### config.mk
export PLATFORM = sky130hd
export DESIGN_NAME = mouse_move_encoder_flat
export DESIGN_NICKNAME = d
export VERILOG_FILES = /design/src/rtl/mouse_move_encoder_if.sv /design/src/rtl/mouse_move_encoder.sv /design/src/flat_wrapper.sv
export SDC_FILE = /design/constraint.sdc
export NUM_CORES = 1
export LEC_CHECK = 0
export BUFFER_PORTS_ARGS = -buffer_cell sky130_fd_sc_hd__buf_2
export CORE_ASPECT_RATIO = 0.5
export CORE_MARGIN = 3
export CORE_UTILIZATION = 43
export CTS_BUF_LIST = sky130_fd_sc_hd__clkbuf_16
export CTS_CLUSTER_DIAMETER = 120
export DETAILED_ROUTE_END_ITERATION = 6
export GPL_ROUTABILITY_DRIVEN = 0
export PLACE_DENSITY_LB_ADDON = 0.3
export SETUP_SLACK_MARGIN = 0.15
export SYNTH_ARGS = -nofsm -noshare
export SYNTH_HDL_FRONTEND = slang
export SYNTH_SLANG_ARGS = --single-unit
### constraint.sdc
create_clock -name clock -period 7.35 [get_ports clock]
set_clock_uncertainty 0.15 [all_clocks]
set_input_delay 1.47 -clock clock [delete_from_list [all_inputs] [get_ports clock]]
set_output_delay 1.47 -clock clock [all_outputs]
set_load 0.005 [all_outputs]
### src/rtl/mouse_move_encoder_if.sv
// Mouse-packet / game-status / move-strobe bundle for mouse_move_encoder.
// The encoder sits on the slave side; the packet source and game logic use master.
interface mouse_move_encoder_if;
  logic       pkt_valid;
  logic [8:0] pkt_dx;
  logic [8:0] pkt_dy;
  logic       pkt_left;
  logic [1:0] game_state;
  logic [1:0] win_status;
  logic [8:0] occupied;
  logic [9:0] cursor_x;
  logic [9:0] cursor_y;
  logic [3:0] hover_cell;
  logic       o_signal;
  logic       x_signal;
  logic [3:0] o_coodinate;
  logic [3:0] x_coodinate;

  modport master (
    output pkt_valid, pkt_dx, pkt_dy, pkt_left, game_state, win_status, occupied,
    input  cursor_x, cursor_y, hover_cell, o_signal, x_signal, o_coodinate, x_coodinate
  );

  modport slave (
    input  pkt_valid, pkt_dx, pkt_dy, pkt_left, game_state, win_status, occupied,
    output cursor_x, cursor_y, hover_cell, o_signal, x_signal, o_coodinate, x_coodinate
  );
endinterface

### src/rtl/mouse_move_encoder.sv
// Turns mouse packets into a clamped cursor, the hovered tic-tac-toe cell and o/x move strobes.
// Optional macro OCCUPIED_FILTER_EN: drop clicks on cells already marked in the occupied map.
module mouse_move_encoder #(
  parameter int SCREEN_W  = 640,
  parameter int SCREEN_H  = 480,
  parameter int BOARD_X0  = 200,
  parameter int BOARD_Y0  = 120,
  parameter int CELL      = 80,
  parameter int PULSE_LEN = 4
) (
  input logic                clock,
  input logic                reset,
  mouse_move_encoder_if.slave bus
);

  localparam logic [9:0]        CUR_X_RST = 10'(BOARD_X0 + (3 * CELL) / 2);
  localparam logic [9:0]        CUR_Y_RST = 10'(BOARD_Y0 + (3 * CELL) / 2);
  localparam logic signed [10:0] X_MAX    = 11'(SCREEN_W - 1);
  localparam logic signed [10:0] Y_MAX    = 11'(SCREEN_H - 1);
  localparam logic [9:0]        BX0       = 10'(BOARD_X0);
  localparam logic [9:0]        BY0       = 10'(BOARD_Y0);
  localparam logic [9:0]        BX1       = 10'(BOARD_X0 + 3 * CELL);
  localparam logic [9:0]        BY1       = 10'(BOARD_Y0 + 3 * CELL);
  localparam logic [9:0]        C1        = 10'(CELL);
  localparam logic [9:0]        C2        = 10'(2 * CELL);
  localparam logic [3:0]        CNT_LOAD  = 4'(PULSE_LEN - 1);
  localparam logic [3:0]        NO_CELL   = 4'hF;

  typedef enum logic [2:0] {IDLE, LATCH, DRIVE, TAIL, WAIT_REL} state_t;

  state_t     state;
  logic [9:0] cursor_x_q, cursor_y_q;
  logic [3:0] hover;
  logic       prev_left;
  logic       sel_x;
  logic [3:0] cnt;
  logic       o_sig_q, x_sig_q;
  logic [3:0] o_coord_q, x_coord_q;

  logic signed [10:0] x_sum, y_sum;
  logic               click;
  logic               cell_ok;
  logic               move_ok;

  function automatic logic [9:0] clamp(input logic signed [10:0] v,
                                       input logic signed [10:0] hi);
    if (v < 11'sd0)  return 10'd0;
    else if (v > hi) return hi[9:0];
    else             return v[9:0];
  endfunction

  function automatic logic [1:0] cell_index(input logic [9:0] off);
    if (off < C1)      return 2'd0;
    else if (off < C2) return 2'd1;
    else               return 2'd2;
  endfunction

  // Screen Y grows downward while packet dy is positive-up, hence the subtraction.
  assign x_sum = $signed({1'b0, cursor_x_q}) + $signed({{2{bus.pkt_dx[8]}}, bus.pkt_dx});
  assign y_sum = $signed({1'b0, cursor_y_q}) - $signed({{2{bus.pkt_dy[8]}}, bus.pkt_dy});

  always_comb begin
    hover = NO_CELL;
    if (cursor_x_q >= BX0 && cursor_x_q < BX1 && cursor_y_q >= BY0 && cursor_y_q < BY1)
      hover = 4'(cell_index(cursor_y_q - BY0)) * 4'd3 + 4'(cell_index(cursor_x_q - BX0));
  end

  assign click = bus.pkt_valid && bus.pkt_left && !prev_left;

`ifdef OCCUPIED_FILTER_EN
  logic [8:0] occ_shifted;
  assign occ_shifted = bus.occupied >> hover;
  assign cell_ok     = !occ_shifted[0];
`else
  logic unused_occupied;
  assign unused_occupied = ^bus.occupied;
  assign cell_ok         = 1'b1;
`endif

  assign move_ok = click && (hover != NO_CELL) && (bus.win_status == 2'b00) &&
                   !bus.game_state[1] && cell_ok;

  // Cursor and button history track every packet, whatever the FSM is doing.
  always_ff @(posedge clock or posedge reset) begin
    if (reset) begin
      cursor_x_q <= CUR_X_RST;
      cursor_y_q <= CUR_Y_RST;
      prev_left  <= 1'b0;
    end else if (bus.pkt_valid) begin
      cursor_x_q <= clamp(x_sum, X_MAX);
      cursor_y_q <= clamp(y_sum, Y_MAX);
      prev_left  <= bus.pkt_left;
    end
  end

  // The coordinate is loaded on entry to LATCH so it is settled a full clock before the strobe rises.
  always_ff @(posedge clock or posedge reset) begin
    if (reset) begin
      state     <= IDLE;
      sel_x     <= 1'b0;
      cnt       <= 4'd0;
      o_sig_q   <= 1'b0;
      x_sig_q   <= 1'b0;
      o_coord_q <= NO_CELL;
      x_coord_q <= NO_CELL;
    end else begin
      case (state)
        IDLE: begin
          if (move_ok) begin
            sel_x <= bus.game_state[0];
            if (bus.game_state[0]) x_coord_q <= hover;
            else                   o_coord_q <= hover;
            state <= LATCH;
          end
        end
        LATCH: begin
          if (sel_x) x_sig_q <= 1'b1;
          else       o_sig_q <= 1'b1;
          cnt   <= CNT_LOAD;
          state <= DRIVE;
        end
        DRIVE: begin
          if (cnt == 4'd0) begin
            o_sig_q <= 1'b0;
            x_sig_q <= 1'b0;
            state   <= TAIL;
          end else begin
            cnt <= cnt - 4'd1;
          end
        end
        TAIL: state <= WAIT_REL;
        WAIT_REL: begin
          if (bus.pkt_valid && !bus.pkt_left) state <= IDLE;
        end
        default: state <= IDLE;
      endcase
    end
  end

  assign bus.cursor_x    = cursor_x_q;
  assign bus.cursor_y    = cursor_y_q;
  assign bus.hover_cell  = hover;
  assign bus.o_signal    = o_sig_q;
  assign bus.x_signal    = x_sig_q;
  assign bus.o_coodinate = o_coord_q;
  assign bus.x_coodinate = x_coord_q;

endmodule
### src/flat_wrapper.sv
// flat-port wrapper written by rule: the top's interface ports become plain ports
module mouse_move_encoder_flat 
#(
  parameter int SCREEN_W  = 640,
  parameter int SCREEN_H  = 480,
  parameter int BOARD_X0  = 200,
  parameter int BOARD_Y0  = 120,
  parameter int CELL      = 80,
  parameter int PULSE_LEN = 4
)
  (clock, reset, bus_pkt_valid, bus_pkt_dx, bus_pkt_dy, bus_pkt_left, bus_game_state, bus_win_status, bus_occupied, bus_cursor_x, bus_cursor_y, bus_hover_cell, bus_o_signal, bus_x_signal, bus_o_coodinate, bus_x_coodinate);
  mouse_move_encoder_if bus_i ();
  input logic clock;
  input logic reset;
  input wire logic [$bits(bus_i.pkt_valid)-1:0] bus_pkt_valid;
  input wire logic [$bits(bus_i.pkt_dx)-1:0] bus_pkt_dx;
  input wire logic [$bits(bus_i.pkt_dy)-1:0] bus_pkt_dy;
  input wire logic [$bits(bus_i.pkt_left)-1:0] bus_pkt_left;
  input wire logic [$bits(bus_i.game_state)-1:0] bus_game_state;
  input wire logic [$bits(bus_i.win_status)-1:0] bus_win_status;
  input wire logic [$bits(bus_i.occupied)-1:0] bus_occupied;
  output wire logic [$bits(bus_i.cursor_x)-1:0] bus_cursor_x;
  output wire logic [$bits(bus_i.cursor_y)-1:0] bus_cursor_y;
  output wire logic [$bits(bus_i.hover_cell)-1:0] bus_hover_cell;
  output wire logic [$bits(bus_i.o_signal)-1:0] bus_o_signal;
  output wire logic [$bits(bus_i.x_signal)-1:0] bus_x_signal;
  output wire logic [$bits(bus_i.o_coodinate)-1:0] bus_o_coodinate;
  output wire logic [$bits(bus_i.x_coodinate)-1:0] bus_x_coodinate;
  assign bus_i.pkt_valid = bus_pkt_valid;
  assign bus_i.pkt_dx = bus_pkt_dx;
  assign bus_i.pkt_dy = bus_pkt_dy;
  assign bus_i.pkt_left = bus_pkt_left;
  assign bus_i.game_state = bus_game_state;
  assign bus_i.win_status = bus_win_status;
  assign bus_i.occupied = bus_occupied;
  assign bus_cursor_x = bus_i.cursor_x;
  assign bus_cursor_y = bus_i.cursor_y;
  assign bus_hover_cell = bus_i.hover_cell;
  assign bus_o_signal = bus_i.o_signal;
  assign bus_x_signal = bus_i.x_signal;
  assign bus_o_coodinate = bus_i.o_coodinate;
  assign bus_x_coodinate = bus_i.x_coodinate;
  mouse_move_encoder #(.SCREEN_W(SCREEN_W), .SCREEN_H(SCREEN_H), .BOARD_X0(BOARD_X0), .BOARD_Y0(BOARD_Y0), .CELL(CELL), .PULSE_LEN(PULSE_LEN)) u_core (.clock(clock), .reset(reset), .bus(bus_i));
endmodule
# Word level (Yosys, flattened, before mapping)
# Index checks and enable logic that the tools add are counted.
# Widths: inputs -> output; s select.
# op_classes
n_bitwise	1
n_eq_ne	11
magnitude_cmp	12
n_mul	1
reduce_logical	23
mux	22
addsub	6
# op_table
cell	count
$mux 10	4
$lt 11x1->1 const B	2
$lt 10x7->1 const B	2
$lt 10x8->1 const B	2
$lt 10x9->1 const B	2
$pmux 3 s5	1
$reduce_and 3->1	5
$mux 2	6
$add 11x9->11	1
$gt 11x10->1 const B	1
$gt 11x11->1 const B	1
$sub 11x9->11	1
$ge 10x7->1 const B	1
$ge 10x8->1 const B	1
$sub 10x7->10 const B	1
$sub 10x8->10 const B	1
$logic_and 1x1->1	9
$mux 3	3
$mux 4	2
$ne 2x1->1 const B	4
$pmux 4 s2	1
$eq 3x2->1 const B	2
$add 4x2->4	1
$logic_not 4->1	1
14 further kinds	21
# totals
word_cells	86
register_bits	39
inputBits	35
output_inout_bits	34

# Logic depth before layout (Yosys ltp)
# logic_depth
depth_word	14
ltp_mapped	16

# Worst setup path after synthesis
# Ideal clock, no wire load.
# synth_timing
kind	reg-to-output
start	register u_core.cursor_y_q[3], in the netlist u_core.bus.cursor_y[3]
end	output port bus_hover_cell[2]
n_path_buf	1
stages_incl_launch_ff	12
t_arrival_ns	2.739
path_slack_ns	2.991
required_time_ns	5.730
path_cell_list	dfrtp_1 -> ha_1 -> buf_4 -> nor3_1 -> o21bai_1 -> a31oi_1 -> and3_1 -> fa_1 -> ha_1 -> inv_1 -> fa_1 -> nand2_1
# synth_via
elab_chain_cells	8
elab_cells_between_ends	13
# synth_lines
element	line	text
start: declaration	mouse_move_encoder.sv:32	logic [9:0] cursor_x_q, cursor_y_q;
start signal: assignment	mouse_move_encoder.sv:91	cursor_y_q <= clamp(y_sum, Y_MAX);
$sub 10x7->10	mouse_move_encoder.sv:65	hover = 4'(cell_index(cursor_y_q - BY0)) * 4'd3 + 4'(cell_index(cursor_x_q - BX0));
$lt 10x8->1	mouse_move_encoder.sv:54	else if (off < C2) return 2'd1;
$mux 2	mouse_move_encoder.sv:54	
$mux 2	mouse_move_encoder.sv:53	if (off < C1) return 2'd0;
$mux 2	mouse_move_encoder.sv:64	if (cursor_x_q >= BX0 && cursor_x_q < BX1 && cursor_y_q >= BY0 && cursor_y_q < BY1)
$mul 2x2->4	mouse_move_encoder.sv:65	
$add 4x2->4	mouse_move_encoder.sv:65	
$mux 4 (*)	mouse_move_encoder.sv:64	
end: declaration	flat_wrapper.sv:24	output wire logic [$bits(bus_i.hover_cell)-1:0] bus_hover_cell;
# Mark *: on every way between the ends. The rest lies on a longest branch, timed or not. The select of a mux whose other input is x is not followed.

# Final worst setup path
# layout_timing
start	register u_core.cursor_x_q[5], in the netlist u_core.bus.cursor_x[5]
end	output port bus_hover_cell[2]
# layout_via
elab_chain_cells	7
elab_cells_between_ends	13
# layout_lines
element	line	text
start: declaration	mouse_move_encoder.sv:32	
start signal: assignment	mouse_move_encoder.sv:90	cursor_x_q <= clamp(x_sum, X_MAX);
$sub 10x8->10	mouse_move_encoder.sv:65	
$lt 10x8->1	mouse_move_encoder.sv:54	
$mux 2	mouse_move_encoder.sv:54	
$mux 2	mouse_move_encoder.sv:53	
$mux 2	mouse_move_encoder.sv:64	
$add 4x2->4	mouse_move_encoder.sv:65	
$mux 4 (*)	mouse_move_encoder.sv:64	
# Marks and branches as above.

==> results.cfg <==
[global_routing]
top_usage_layer = met2
grtUsageMet1_pct = 25.6
grt_first_pass_wirelength_um = 12000
grtUsageTotal_pct = 17.3
grt_max_degree = 40
gr-usage-met3_pct = 2.64
overflow = 0
use_met2_pct = 26.6
grt_pass1_vias = 2475
antenna_found_initial = 0

[timing]
drv_slew = 0
worstMarginPinSlew_ns = 0.692
finalSetupTns_ns = 0
period_share_pct = 68.8
hold_viol = 0
timing.fmax_mhz = 198
rsz0062_at_grt = false
period_needed_ns = 5.06
slew_headroom_pct = 53.3
setup_viol = 0

[clock_tree]
cts_resized = 0
cts_max_path_buffers = 2
cts_sinks = 39
insertion_delay_ns = 0.28
cts_root_buffer = clkbuf_16
hold_buffers = 0
cts_tree = yes
clk_pin_slew_worst_paths_ns = 0.06
htree_levels = 2
postCtsSetupBuffers = 0
cts_buffers = 5

[layout]
final_util_pct = 53.1
area.growth.synth_to_final_pct = 15.7
layout-drive-gt1-share_pct = 21.6
antennaDiodeCount = 0
final_nets = 481

[synthesis]
syn_inst = 359
yosysMostFrequentCell = inv_1
synthArstFlopShare_pct = 100
synth_top_area_cell = dfrtp_1
syn-mean-instance-area_um2 = 8.87
synth_warnings = 0
synth_top_area_share_pct = 19.6
synth.distinct_cells = 60
syn-cell-area_um2 = 3190
synth_ff_type = dfrtp_1
ys_seq_elements = 39
synth_edf_count = 0
yosysSeqAreaShare_pct = 31.2
synth.net_count = 425
ys_top_cells_by_area = dfrtp_1 (20%), dfstp_2 (12%), ha_1 (11%), inv_1 (4.2%), nor2_1 (3.9%)
synthTopCellsByCount = inv_1 (36), nor2_1 (33), ha_1 (27)

[worst_setup_path]
startpoint_type = flip-flop
arrival_ns = 3.44
worstSetupEndpointType = primary output
crit_type = reg -> out
crit_fanout = 11
crit_required_ns = 5.73

[routing]
num_vias = 2804
dr.first_iter.drc_count = 137
avgRoutedWirePerCell_um = 14.1
dr.pass1.iters = 4
final_antenna_net_count = 0
drc = 0
vias_per_cell = 5.52
routed_wl_um = 7150

[floorplan]
die_x_um = 128
start_util_pct = 45.9
fp.dieArea_um2 = 8540
dieHeight_um = 66.9
core_region_area_um2 = 6940
io-pin-count = 69
rows = 21

[status]
outcome = complete, no violations

[power_and_ir_drop]
leakagePower_nw = 1.81
power_per_cell_area_nw_per_um2 = 429
vdd_drop_max_mv = 0.162

[place]
hpwl_um = 5460
portBuffers = 59

[run]
drv_cap = 0

[worst_hold_path]
min_path_type = reg -> reg
==> final timing paths <==
path,from,end,slack (ns),cells past startpoint
setup / recovery,u_core.bus.cursor_x[5],bus_hover_cell[2],2.29,11
hold / removal,u_core.bus.o_coodinate[2],u_core.bus.o_coodinate[2],0.32,2
setup reg to reg,u_core.bus.cursor_x[5],u_core.bus.x_coodinate[0],2.75,13
hold reg to reg,u_core.bus.o_coodinate[2],u_core.bus.o_coodinate[2],0.32,2
max in group asynchronous,reset,u_core.bus.cursor_y[6],5.53,3
min in group asynchronous,reset,u_core.cnt[3],1.15,3
==> power by group <==
group	internal (mW)	switching [mW]
Clock	0.123	0.0826
Combinational	0.418	0.523
Sequential	0.305	0.131
Total	0.845	0.737
==> logic make-up (layout without fill, tap and decap cells) <==
family / Yosys count / after routing / share of synthesized area, %
flops: 39 / 39 / 31.2
xor+xnor: 19 / 19 / 5.22
compound gates: 112 / 112 / 25.4
buf+inv: 47 / 104 / 5.97
simple gates: 100 / 100 / 15.5
fa+ha+maj: 31 / 31 / 13.1
mux: 11 / 11 / 3.65
==> layout make-up <==
| type | instances | area (um^2) |
|---|---|---|
| repair buffers | 60 | 303 |
| clock inverters | 3 | 12.5 |
| clock buffers | 5 | 125 |
| well taps | 92 | 115 |
| multi-input cells | 273 | 2000 |
| fillers | 682 | 3250 |
| inverters | 36 | 135 |
| flip-flops and latches | 39 | 993 |
==> critical path, stage by stage (launching register included) <==
cell and delay, ns:
dfrtp_1 0.52, o311ai_0 0.65, a21oi_1 0.15, o32ai_1 0.15, o211ai_1 0.19, a311oi_1 0.34
ha_1 0.22, ha_1 0.13, inv_1 0.05, fa_1 0.56, nand2_1 0.06, buf_2 0.13
==> sequential cells by signal (all words and copies together), names as in the netlist <==
| name | flops |
|---|---|
| u_core.bus.cursor_y | 10 |
| u_core.bus.x_signal | 1 |
| u_core.bus.x_coodinate | 4 |
| u_core.bus.o_signal | 1 |
| u_core.cnt | 4 |
| u_core.sel_x | 1 |
| u_core.prev_left | 1 |
| u_core.bus.o_coodinate | 4 |
| u_core.state | 3 |
| u_core.bus.cursor_x | 10 |
==> layout by cell type, fill, tap and decap left out, types with 8 or more instances in the layout <==
master and count:
o211ai_1 10, ha_1 27, o21ai_0 16, dfrtp_1 25, inv_1 37, a21oi_1 24, a21o_1 8, xor2_1 9
dfstp_2 14, nand2_1 24, nor2_1 33, buf_2 59, xnor2_1 10
==> stage by stage <==
step / cell area, um^2 / total power [mW] / instances / hold WS [ns] / setup slack [ns]
4_1_cts: 3690 / 1.59 / 508 / 0.322 / 2.31
5_1_grt: 3690 / 1.74 / 508 / 0.327 / 2.09
3_5_place_dp: 3550 / 1.38 / 500 / 0.311 / 2.67
6_report: 3690 / 1.58 / 508 / 0.316 / 2.29
2_1_floorplan: 3190 / 1.13 / 359 / 0.307 / 2.99
3_3_place_gp: 3550 / 1.36 / 500 / 0.304 / 2.70
==> metal layers <==
metal  share of wire (%)  vias to the layer above
met5                   0                        -
met4                 1.0                        0
met3                 3.7                       10
met2                  44                       60
met1                  51                     1316
li1                    -                     1418
Power figures use the tool's default switching activity.
